**src/rtl/iod_train_pkg.sv**
```systemverilog
// Shared definitions for the IOD eye-monitor clock-training sequencer:
// the FSM state encoding, pulse levels and a counter-width helper.
package iod_train_pkg;

  localparam int STATE_W = 4;

  typedef enum logic [STATE_W-1:0] {
    ST_IDLE   = 4'd0,
    ST_LOAD   = 4'd1,
    ST_LWAIT  = 4'd2,
    ST_CLEAR  = 4'd3,
    ST_SETTLE = 4'd4,
    ST_SAMPLE = 4'd5,
    ST_EVAL   = 4'd6,
    ST_STEP   = 4'd7,
    ST_CLOAD  = 4'd8,
    ST_CWAIT  = 4'd9,
    ST_CSTEP  = 4'd10,
    ST_DONE   = 4'd11,
    ST_ERR    = 4'd12
  } train_state_e;

  localparam logic PULSE_ON  = 1'b1;
  localparam logic PULSE_OFF = 1'b0;

  // One down-counter serves both the settle and the sample windows, so it
  // must be wide enough for the larger of the two reload values.
  function automatic int wait_cnt_width(input int settle, input int sample);
    int m;
    m = (settle > sample) ? settle : sample;
    return $clog2(m + 1);
  endfunction

endpackage

```
**src/rtl/iod_train_wait_cnt.sv**
```systemverilog
// Reloadable down-counter timing the settle and sample windows. After a load
// of N it counts N, N-1, ..., 1 and then holds at 0; `last` marks the final
// cycle of the window, so a window loaded with N lasts exactly N cycles.
module iod_train_wait_cnt #(
  parameter int W = 4
) (
  input  logic         clk,
  input  logic         rst_n,
  input  logic         load,
  input  logic [W-1:0] load_val,
  output logic         last
);

  logic [W-1:0] cnt;

  // Reload on request, otherwise count down and stop at zero.
  always_ff @(posedge clk or negedge rst_n) begin
    if (!rst_n) begin
      cnt <= '0;
    end else if (load) begin
      cnt <= load_val;
    end else if (cnt != '0) begin
      cnt <= cnt - W'(1);
    end
  end

  assign last = (cnt == W'(1));

endmodule

```
**src/rtl/iod_clk_train_ctrl.sv**
```systemverilog
// Eye-monitor clock-training sequencer for one RX IOD lane. Sweeps the delay
// line from tap 0 to MAX_TAP, samples the EARLY/LATE flags at each tap, keeps
// the first longest run of clean taps, then reloads the delay line and steps
// it to the centre of that run.
//
// Handshake: TRAIN_START is a one-cycle request with no ready; it is accepted
// only in IDLE, and BUSY high means any request is dropped. Completion is
// reported by the TRAIN_DONE / TRAIN_ERR levels, which hold until the next
// accepted start.
module iod_clk_train_ctrl
  import iod_train_pkg::*;
#(
  parameter int TAP_W         = 8,
  parameter int MAX_TAP       = 127,
  parameter int SETTLE_CYCLES = 8,
  parameter int SAMPLE_CYCLES = 64,
  parameter int MIN_EYE       = 4
) (
  input  logic               FAB_CLK,
  input  logic               ARST_N,
  input  logic               TRAIN_START,
  input  logic               EYE_MONITOR_EARLY,
  input  logic               EYE_MONITOR_LATE,
  input  logic               DELAY_LINE_OUT_OF_RANGE,
  output logic               EYE_MONITOR_CLEAR_FLAGS,
  output logic               DELAY_LINE_LOAD,
  output logic               DELAY_LINE_MOVE,
  output logic               DELAY_LINE_DIRECTION,
  output logic               BUSY,
  output logic               TRAIN_DONE,
  output logic               TRAIN_ERR,
  output logic [TAP_W-1:0]   EYE_START,
  output logic [TAP_W:0]     EYE_WIDTH,
  output logic [STATE_W-1:0] dbg_state
);

  localparam int                WAIT_W    = wait_cnt_width(SETTLE_CYCLES, SAMPLE_CYCLES);
  localparam logic [WAIT_W-1:0] SETTLE_LD = WAIT_W'(SETTLE_CYCLES);
  localparam logic [WAIT_W-1:0] SAMPLE_LD = WAIT_W'(SAMPLE_CYCLES);
  localparam logic [TAP_W-1:0]  LAST_TAP  = TAP_W'(MAX_TAP);
  localparam logic [TAP_W:0]    MIN_LEN   = (TAP_W+1)'(MIN_EYE);

  train_state_e      state;
  logic [TAP_W-1:0]  tap;
  logic [TAP_W-1:0]  run_start;
  logic [TAP_W:0]    run_len;
  logic [TAP_W-1:0]  best_start;
  logic [TAP_W:0]    best_len;
  logic [TAP_W:0]    remain;
  logic              bad;

  logic              wait_load;
  logic [WAIT_W-1:0] wait_val;
  logic              wait_last;

  logic [TAP_W:0]    ext_len;
  logic [TAP_W-1:0]  ext_start;
  logic [TAP_W:0]    close_len;
  logic [TAP_W-1:0]  close_start;
  logic              take_best;
  logic [TAP_W:0]    centre;
  logic              in_busy;

  assign dbg_state = state;
  assign in_busy   = (state != ST_IDLE) && (state != ST_DONE) && (state != ST_ERR);

  iod_train_wait_cnt #(.W(WAIT_W)) u_wait (
    .clk      (FAB_CLK),
    .rst_n    (ARST_N),
    .load     (wait_load),
    .load_val (wait_val),
    .last     (wait_last)
  );

  // Reload the window counter in the cycle before each timed state begins.
  always_comb begin
    wait_load = 1'b0;
    wait_val  = SETTLE_LD;
    case (state)
      ST_LOAD, ST_CLEAR, ST_CSTEP: wait_load = 1'b1;
      ST_SETTLE: begin
        if (wait_last) begin
          wait_load = 1'b1;
          wait_val  = SAMPLE_LD;
        end
      end
      ST_CLOAD: wait_load = (best_len >= MIN_LEN);
      default: ;
    endcase
  end

  // Run bookkeeping for the tap being evaluated: the run extended by a clean
  // tap, the run that closes here, and whether it beats the best so far.
  always_comb begin
    ext_len     = run_len + (TAP_W+1)'(1);
    ext_start   = (run_len == '0) ? tap : run_start;
    close_len   = bad ? run_len : ext_len;
    close_start = bad ? run_start : ext_start;
    take_best   = (bad || (tap == LAST_TAP)) && (close_len > best_len);
    centre      = {1'b0, best_start} + (best_len >> 1);
  end

  // Training sequencer: sweep, evaluate, centre; all outputs registered.
  always_ff @(posedge FAB_CLK or negedge ARST_N) begin
    if (!ARST_N) begin
      state                   <= ST_IDLE;
      tap                     <= '0;
      run_start               <= '0;
      run_len                 <= '0;
      best_start              <= '0;
      best_len                <= '0;
      remain                  <= '0;
      bad                     <= 1'b0;
      EYE_MONITOR_CLEAR_FLAGS <= PULSE_OFF;
      DELAY_LINE_LOAD         <= PULSE_OFF;
      DELAY_LINE_MOVE         <= PULSE_OFF;
      DELAY_LINE_DIRECTION    <= 1'b0;
      BUSY                    <= 1'b0;
      TRAIN_DONE              <= 1'b0;
      TRAIN_ERR               <= 1'b0;
      EYE_START               <= '0;
      EYE_WIDTH               <= '0;
    end else begin
      EYE_MONITOR_CLEAR_FLAGS <= PULSE_OFF;
      DELAY_LINE_LOAD         <= PULSE_OFF;
      DELAY_LINE_MOVE         <= PULSE_OFF;
      if (in_busy && DELAY_LINE_OUT_OF_RANGE) begin
        state                <= ST_ERR;
        TRAIN_ERR            <= 1'b1;
        BUSY                 <= 1'b0;
        DELAY_LINE_DIRECTION <= 1'b0;
        EYE_START            <= best_start;
        EYE_WIDTH            <= best_len;
      end else begin
        case (state)
          ST_IDLE: begin
            if (TRAIN_START) begin
              state                <= ST_LOAD;
              TRAIN_DONE           <= 1'b0;
              TRAIN_ERR            <= 1'b0;
              EYE_START            <= '0;
              EYE_WIDTH            <= '0;
              tap                  <= '0;
              run_start            <= '0;
              run_len              <= '0;
              best_start           <= '0;
              best_len             <= '0;
              remain               <= '0;
              BUSY                 <= 1'b1;
              DELAY_LINE_DIRECTION <= 1'b1;
              DELAY_LINE_LOAD      <= PULSE_ON;
            end
          end
          ST_LOAD: state <= ST_LWAIT;
          ST_LWAIT: begin
            if (wait_last) begin
              state                   <= ST_CLEAR;
              EYE_MONITOR_CLEAR_FLAGS <= PULSE_ON;
            end
          end
          ST_CLEAR: begin
            bad   <= 1'b0;
            state <= ST_SETTLE;
          end
          ST_SETTLE: begin
            if (wait_last) state <= ST_SAMPLE;
          end
          ST_SAMPLE: begin
            bad <= bad | EYE_MONITOR_EARLY | EYE_MONITOR_LATE;
            if (wait_last) state <= ST_EVAL;
          end
          ST_EVAL: begin
            if (take_best) begin
              best_start <= close_start;
              best_len   <= close_len;
            end
            if (bad) begin
              run_len <= '0;
            end else begin
              run_len   <= ext_len;
              run_start <= ext_start;
            end
            if (tap != LAST_TAP) begin
              tap             <= tap + TAP_W'(1);
              DELAY_LINE_MOVE <= PULSE_ON;
              state           <= ST_STEP;
            end else begin
              state <= ST_CLOAD;
            end
          end
          ST_STEP: begin
            state                   <= ST_CLEAR;
            EYE_MONITOR_CLEAR_FLAGS <= PULSE_ON;
          end
          ST_CLOAD: begin
            if (best_len < MIN_LEN) begin
              state                <= ST_ERR;
              TRAIN_ERR            <= 1'b1;
              BUSY                 <= 1'b0;
              DELAY_LINE_DIRECTION <= 1'b0;
              EYE_START            <= best_start;
              EYE_WIDTH            <= best_len;
            end else begin
              DELAY_LINE_LOAD <= PULSE_ON;
              remain          <= centre;
              state           <= ST_CWAIT;
            end
          end
          ST_CWAIT: begin
            if (wait_last) begin
              if (remain == '0) begin
                state                <= ST_DONE;
                TRAIN_DONE           <= 1'b1;
                BUSY                 <= 1'b0;
                DELAY_LINE_DIRECTION <= 1'b0;
                EYE_START            <= best_start;
                EYE_WIDTH            <= best_len;
              end else begin
                DELAY_LINE_MOVE <= PULSE_ON;
                remain          <= remain - (TAP_W+1)'(1);
                state           <= ST_CSTEP;
              end
            end
          end
          ST_CSTEP: state <= ST_CWAIT;
          ST_DONE, ST_ERR: state <= ST_IDLE;
          default: state <= ST_IDLE;
        endcase
      end
    end
  end

endmodule
```
**config.mk**
```make
export PLATFORM = sky130hd
export DESIGN_NAME = iod_clk_train_ctrl
export DESIGN_NICKNAME = d
export VERILOG_FILES = /design/src/rtl/iod_train_pkg.sv /design/src/rtl/iod_train_wait_cnt.sv /design/src/rtl/iod_clk_train_ctrl.sv
export SDC_FILE = /design/constraint.sdc
export NUM_CORES = 1
export LEC_CHECK = 0
export BUFFER_PORTS_ARGS = -buffer_cell sky130_fd_sc_hd__buf_2
export CAP_MARGIN = 30
export CORE_MARGIN = 10
export CORE_UTILIZATION = 65
export DETAILED_ROUTE_END_ITERATION = 10
export GPL_TIMING_DRIVEN = 0
export HOLD_SLACK_MARGIN = 0.03
export PLACE_DENSITY_LB_ADDON = 0.15
export SYNTH_ARGS = -nofsm -noshare
export SYNTH_HDL_FRONTEND = slang
export SYNTH_SLANG_ARGS = --single-unit
```
**constraint.sdc**
```tcl
create_clock -name FAB_CLK -period 6.51 [get_ports FAB_CLK]
set_input_delay 0.9765 -clock FAB_CLK [delete_from_list [all_inputs] [get_ports FAB_CLK]]
set_output_delay 0.9765 -clock FAB_CLK [all_outputs]
set_load 0.005 [all_outputs]
```
Word level (Yosys, flattened, before mapping)
Cells that the tools add are included.

cells by class
  divide/modulo/power cells = 0
  add/subtract/negate cells = 5
  multiply operators = 0
  $lt $le $gt $ge = 3
  bitwise operators = 3
  muxes and demuxes = 69
  shift operators = 0
  equal/unequal tests = 29
  reductions and logical operators = 27

operators by type and width
  operator                                                           number
  2-to-1 mux 9 bit                                                   11
  2-to-1 mux 8 bit                                                   9
  case mux 9 bit (3 select lines)                                    2
  case mux 8 bit (2 select lines)                                    3
  case mux 4 bit (11 select lines)                                   1
  case mux 9 bit (2 select lines)                                    2
  2-to-1 mux 4 bit                                                   7
  2-to-1 mux 7 bit                                                   4
  case mux 8 bit (3 select lines)                                    1
  2-to-1 mux 1 bit                                                   20
  logical NOT 9 bit                                                  2
  == test 4 x 3 -> 1 bit, second input constant                      4
  AND reduction 5 bit                                                3
  == test 4 bit, second input constant                               3
  != test 2 bit, second input constant                               6
  != test 3 x 2 -> 1 bit, second input constant                      4
  case mux 1 bit (2 select lines)                                    6
  adder 8 x 8 -> 9 bit                                               1
  adder 9 x 1 -> 9 bit, second input constant                        1
  greater-or-equal comparator 9 x 3 -> 1 bit, second input constant  1
  > comparator 9 bit                                                 1
  less-than comparator 9 x 3 -> 1 bit, second input constant         1
  != test 3 bit, second input constant                               3
  subtractor 9 x 1 -> 9 bit, second input constant                   1
  25 further kinds                                                   39

word-level totals
  word-level logic and storage cells = 153
  ROM bits = 0
  memory bits (writable) = 0
  bits of input ports = 6
  latch bits = 0
  register bits after elaboration = 86
  output and inout bits = 28
  memories = 0

Depth between registers and ports, before layout
  depth after elaboration = 6
  depth in mapped cells = 12
  gate-level depth less buffers = 11

Hierarchy
Synthesis repeated with hierarchy kept, for this count alone.

unflattened totals
  cell total of the unflattened synthesis = 536
  area total of the unflattened synthesis = 5153.7 µm²

by module, submodules not included
  module              cells an instance  instances  sequential area each (µm²)  area each (µm²)
  iod_clk_train_ctrl  485                1          1976.9                      4695.8
  iod_train_wait_cnt  51                 1          175.2                       457.9

Worst setup path after synthesis
No wires, ideal clock.

  path kind = flip-flop to flip-flop
  from = reg run_len[1]
  to = reg best_start[6]
  path buffers = 1
  data required time = 6.385 ns
  arrival time = 2.883 ns
  setup slack = 3.502 ns
  stages on the path, launching flop included = 13
  cells stage by stage = dfrtp_1 -> ha_1 -> and3_1 -> nand3_1 -> nor3_1 -> xor2_1 -> ha_1 -> and4_1 -> o211ai_1 -> o211ai_1 -> a31oi_4 -> buf_4 -> mux2_2

between the ends
  word-level cells in the longest chain between the ends = 6
  elaborated cells between the ends (all ways) = 11

RTL lines
  what                           RTL line                   source
  start, declared                iod_clk_train_ctrl.sv:46   logic [TAP_W:0] run_len;
  start signal, assigned         iod_clk_train_ctrl.sv:180  run_len <= ext_len;
  adder 9 x 1 -> 9 bit           iod_clk_train_ctrl.sv:95   ext_len = run_len + (TAP_W+1)'(1);
  2-to-1 mux 9 bit               iod_clk_train_ctrl.sv:97   close_len = bad ? run_len : ext_len;
  > comparator 9 bit             iod_clk_train_ctrl.sv:99   take_best = (bad || (tap == LAST_TAP)) && (close_len > best_len);
  logical AND 1 bit              iod_clk_train_ctrl.sv:99
  != test 2 bit (no line)        -
  AND reduction 4 bit (no line)  -
  end signal, assigned           iod_clk_train_ctrl.sv:174  best_start <= close_start;
  end, declared                  iod_clk_train_ctrl.sv:47   logic [TAP_W-1:0] best_start;

Several ways; a longest one is shown, not always the timed one. The select of a mux whose other input is x is not followed.
A chain may end at the register's enable or synchronous reset.

Worst setup path in the final report
Same ends and word-level chain as after synthesis.

==> impl_metrics.tcl <==
set metrics [dict create \
    cts_buffers 9 \
    required_ns 6.77 \
    io_buffers 33 \
    routed_wl_um 12900 \
    dpl.cell_count 663 \
    syn_nets 558 \
    cts_buffer_depth 2 \
    comb_power_share_pct 49.1 \
    rows 32 \
    initial_core_util_pct 66.8 \
    dieArea_um2 11900 \
    final_area_um2 5690 \
    final_cell_mix "dfrtp_1, nor2_1, buf_2" \
    post-cts-setup-buffers 0 \
    htreeDepth 3 \
    netlist_instances 527 \
    ant_nets 0 \
    dp_hpwl_um 9330 \
    routedWlPerCell_um 18.9 \
    relSlewSlack_pct 38.4 \
    viasPerCell 6.51 \
    synth_edf_count 0 \
    final_util_pct 73.6 \
    syn2layout_area_growth_pct 10.3 \
    final_common_cell "dfrtp_1" \
    grt_pass1_vias 4206 \
    synth.yosys.warnings 0 \
    core_um2 7730 \
    p_sw_mw 0.961 \
    synth-seq-cells 86 \
    synth_area_um2 5160 \
    nNetsFinal 603 \
    period_share_pct 54.3 \
    status "finished clean" \
    power.total_mw 2.15 \
    clock-sinks 86 \
    gp_congestion 0.938 \
    dr.pass1.iters 5 \
    antenna_found_initial 0 \
    pin_count 34 \
    switching_share_pct 44.6 \
    ir_worst_vdd_v 0.000223 \
    worst_pin_slew_ns 0.917 \
    drive_gt1_share_pct 15.4 \
    hold_path_class "flip-flop to flip-flop" \
    synth-seq-area-share_pct 41.7 \
    start_kind "flip-flop" \
    drc_errors 0 \
    worst_clock_skew_ns 0.0129 \
    fin_cells 679 \
    setup_violations 0 \
    placed_area_um2 5480 \
    drtIter0Drc 499 \
    synth-async-reset-ratio_pct 100 \
    end_kind "flip-flop" \
    critPathKind "flip-flop to flip-flop" \
    tritoncts "done" \
    setup-tns-final_ns 0 \
    cts_resized 0 \
    rsz0062_at_grt "false" \
    grt_pass1_wl_um 21100 \
    report.final.hold_viol_count 0 \
    synthDistinctLibCells 74 \
    ys.flop_type "dfrtp_1" \
    dr_total_vias 4417 \
    slew_viol_final 0 \
    seq_power_share_pct 32.5 \
    pwr_density_cell_nw_per_um2 378 \
    fin_crit_ns 3.54 \
    die_x_um 109 \
    track_usage_pct 22.2 \
    yosysTopAreaCellShare_pct 41.7 \
    clkPwrFrac_pct 18.4 \
    power.leakage_nw 2.74 \
    overflow 0 \
    clk_pin_slew_ns 0.09 \
    arrival_ns 3.79 \
    synth_top_area_cell "dfrtp_1" \
    worstSkewPairLatency_ns 0.37 \
    crit_fanout 10 \
    cellInternalPower_mw 1.19 \
    holdBufCountCts 0 \
    fmax_mhz 283 \
    root_buffer "clkbuf_8" \
    postSynthAreaPerCell_um2 9.79 \
    drv_cap 0 \
    dieHeight_um 109 \
    n_antenna_cell 0 \
    grt_start_max_net_pins 59 \
    synthTopCellsByArea "dfrtp_1, ha_1, a22o_1" \
]
==> path summary, 6_finish.rpt <==
kind	from	to	slack [ns]	cells after the start
worst min-delay path	EYE_START[7]$_DFFE_PN0P_	EYE_START[7]$_DFFE_PN0P_	0.50	1
min in group asynchronous	ARST_N	EYE_WIDTH[1]$_DFFE_PN0P_	0.52	1
worst max-delay path	run_len[1]$_DFFE_PN0P_	best_start[6]$_DFFE_PN0P_	2.97	12
max in group asynchronous	ARST_N	u_wait.cnt[1]$_DFFE_PN0P_	5.37	2
worst min register to register	EYE_START[7]$_DFFE_PN0P_	EYE_START[7]$_DFFE_PN0P_	0.50	1
worst max register to register	run_len[1]$_DFFE_PN0P_	best_start[6]$_DFFE_PN0P_	2.97	12
==> metrics by stage <==
| stage | setup WS [ns] | hold slack (ns) |
|---|---|---|
| 2_1_floorplan | 3.50 | 0.468 |
| 3_3_place_gp | 3.13 | 0.476 |
| 3_5_place_dp | 3.09 | 0.479 |
| 4_1_cts | 3.00 | 0.506 |
| 5_1_grt | 2.71 | 0.526 |
| 6_report | 2.97 | 0.502 |
==> flip-flops by register name (all words and copies together), names as in the netlist, 4 cells and up <==
signal      cells
best_len        9
EYE_START       8
u_wait.cnt      7
best_start      8
run_len         9
dbg_state       4
run_start       8
remain          9
EYE_WIDTH       9
tap             8
==> Yosys cell counts (all sizes together) (3+ instances only) <==
cell / instances
nor3: 9
and4: 3
o31ai: 12
or2: 3
buf: 16
clkbuf: 11
a211oi: 5
nor2b: 12
o2111ai: 5
nand2b: 6
o21a: 4
nand3: 17
a22o: 26
o211ai: 3
and2: 4
nor2: 46
a21oi: 23
mux2: 8
nand2: 32
a31oi: 4
a22oi: 4
o22ai: 5
a21o: 8
nand4: 8
nor4: 5
inv: 27
o21ai: 33
mux2i: 10
a32o: 9
ha: 24
xor2: 17
dfrtp: 86
xnor2: 3
and3: 6
==> cells by family after synthesis <==
| logic type | share of synthesized area (%) |
|---|---|
| buf+inv | 4.65 |
| flops | 41.7 |
| mux | 3.68 |
| compound gates | 23.5 |
| fa+ha+maj | 6.21 |
| xor+xnor | 3.39 |
| simple gates | 16.8 |
==> power by group through the flow <==
stage / Clock [mW] / Combinational, mW / Sequential, mW
floorplan: 0 / 0.784 / 0.687
global placement: 0 / 1.01 / 0.704
detailed placement: 0 / 1.04 / 0.707
CTS: 0.398 / 1.04 / 0.698
global route: 0.425 / 1.16 / 0.711
finish: 0.396 / 1.06 / 0.700
==> area by class of cell <==
| cell class | count | area (um^2) |
|---|---|---|
| Buffer | 27 | 139 |
| Timing Repair Buffer | 34 | 195 |
| Clock inverter | 6 | 68.8 |
| Multi-Input combinational cell | 387 | 2770 |
| Sequential cell | 86 | 2150 |
| Tap cell | 102 | 128 |
| Inverter | 27 | 101 |
| Clock buffer | 10 | 138 |
| Fill cell | 551 | 2040 |
==> per-layer routing <==
layer,GRT usage [%],vias up,share of wire [%],routed length (um)
met5,0,-,0,0
met4,6.78,0,1.6,209
met3,3.95,24,8.0,1020
met2,34.5,194,47,6030
met1,30.9,2153,44,5600
li1,-,2046,-,-
==> critical path, stage by stage (launching register included) <==
cell	delay [ns]
dfrtp_1	0.44
ha_1	0.26
and3_1	0.19
nand3_1	0.20
nor3_1	0.31
xor2_1	0.24
ha_1	0.31
and4_1	0.23
o211ai_1	0.08
o211ai_1	0.20
a31oi_4	0.36
buf_4	0.25
mux2_2	0.34
(Power assumes the default switching activity.)
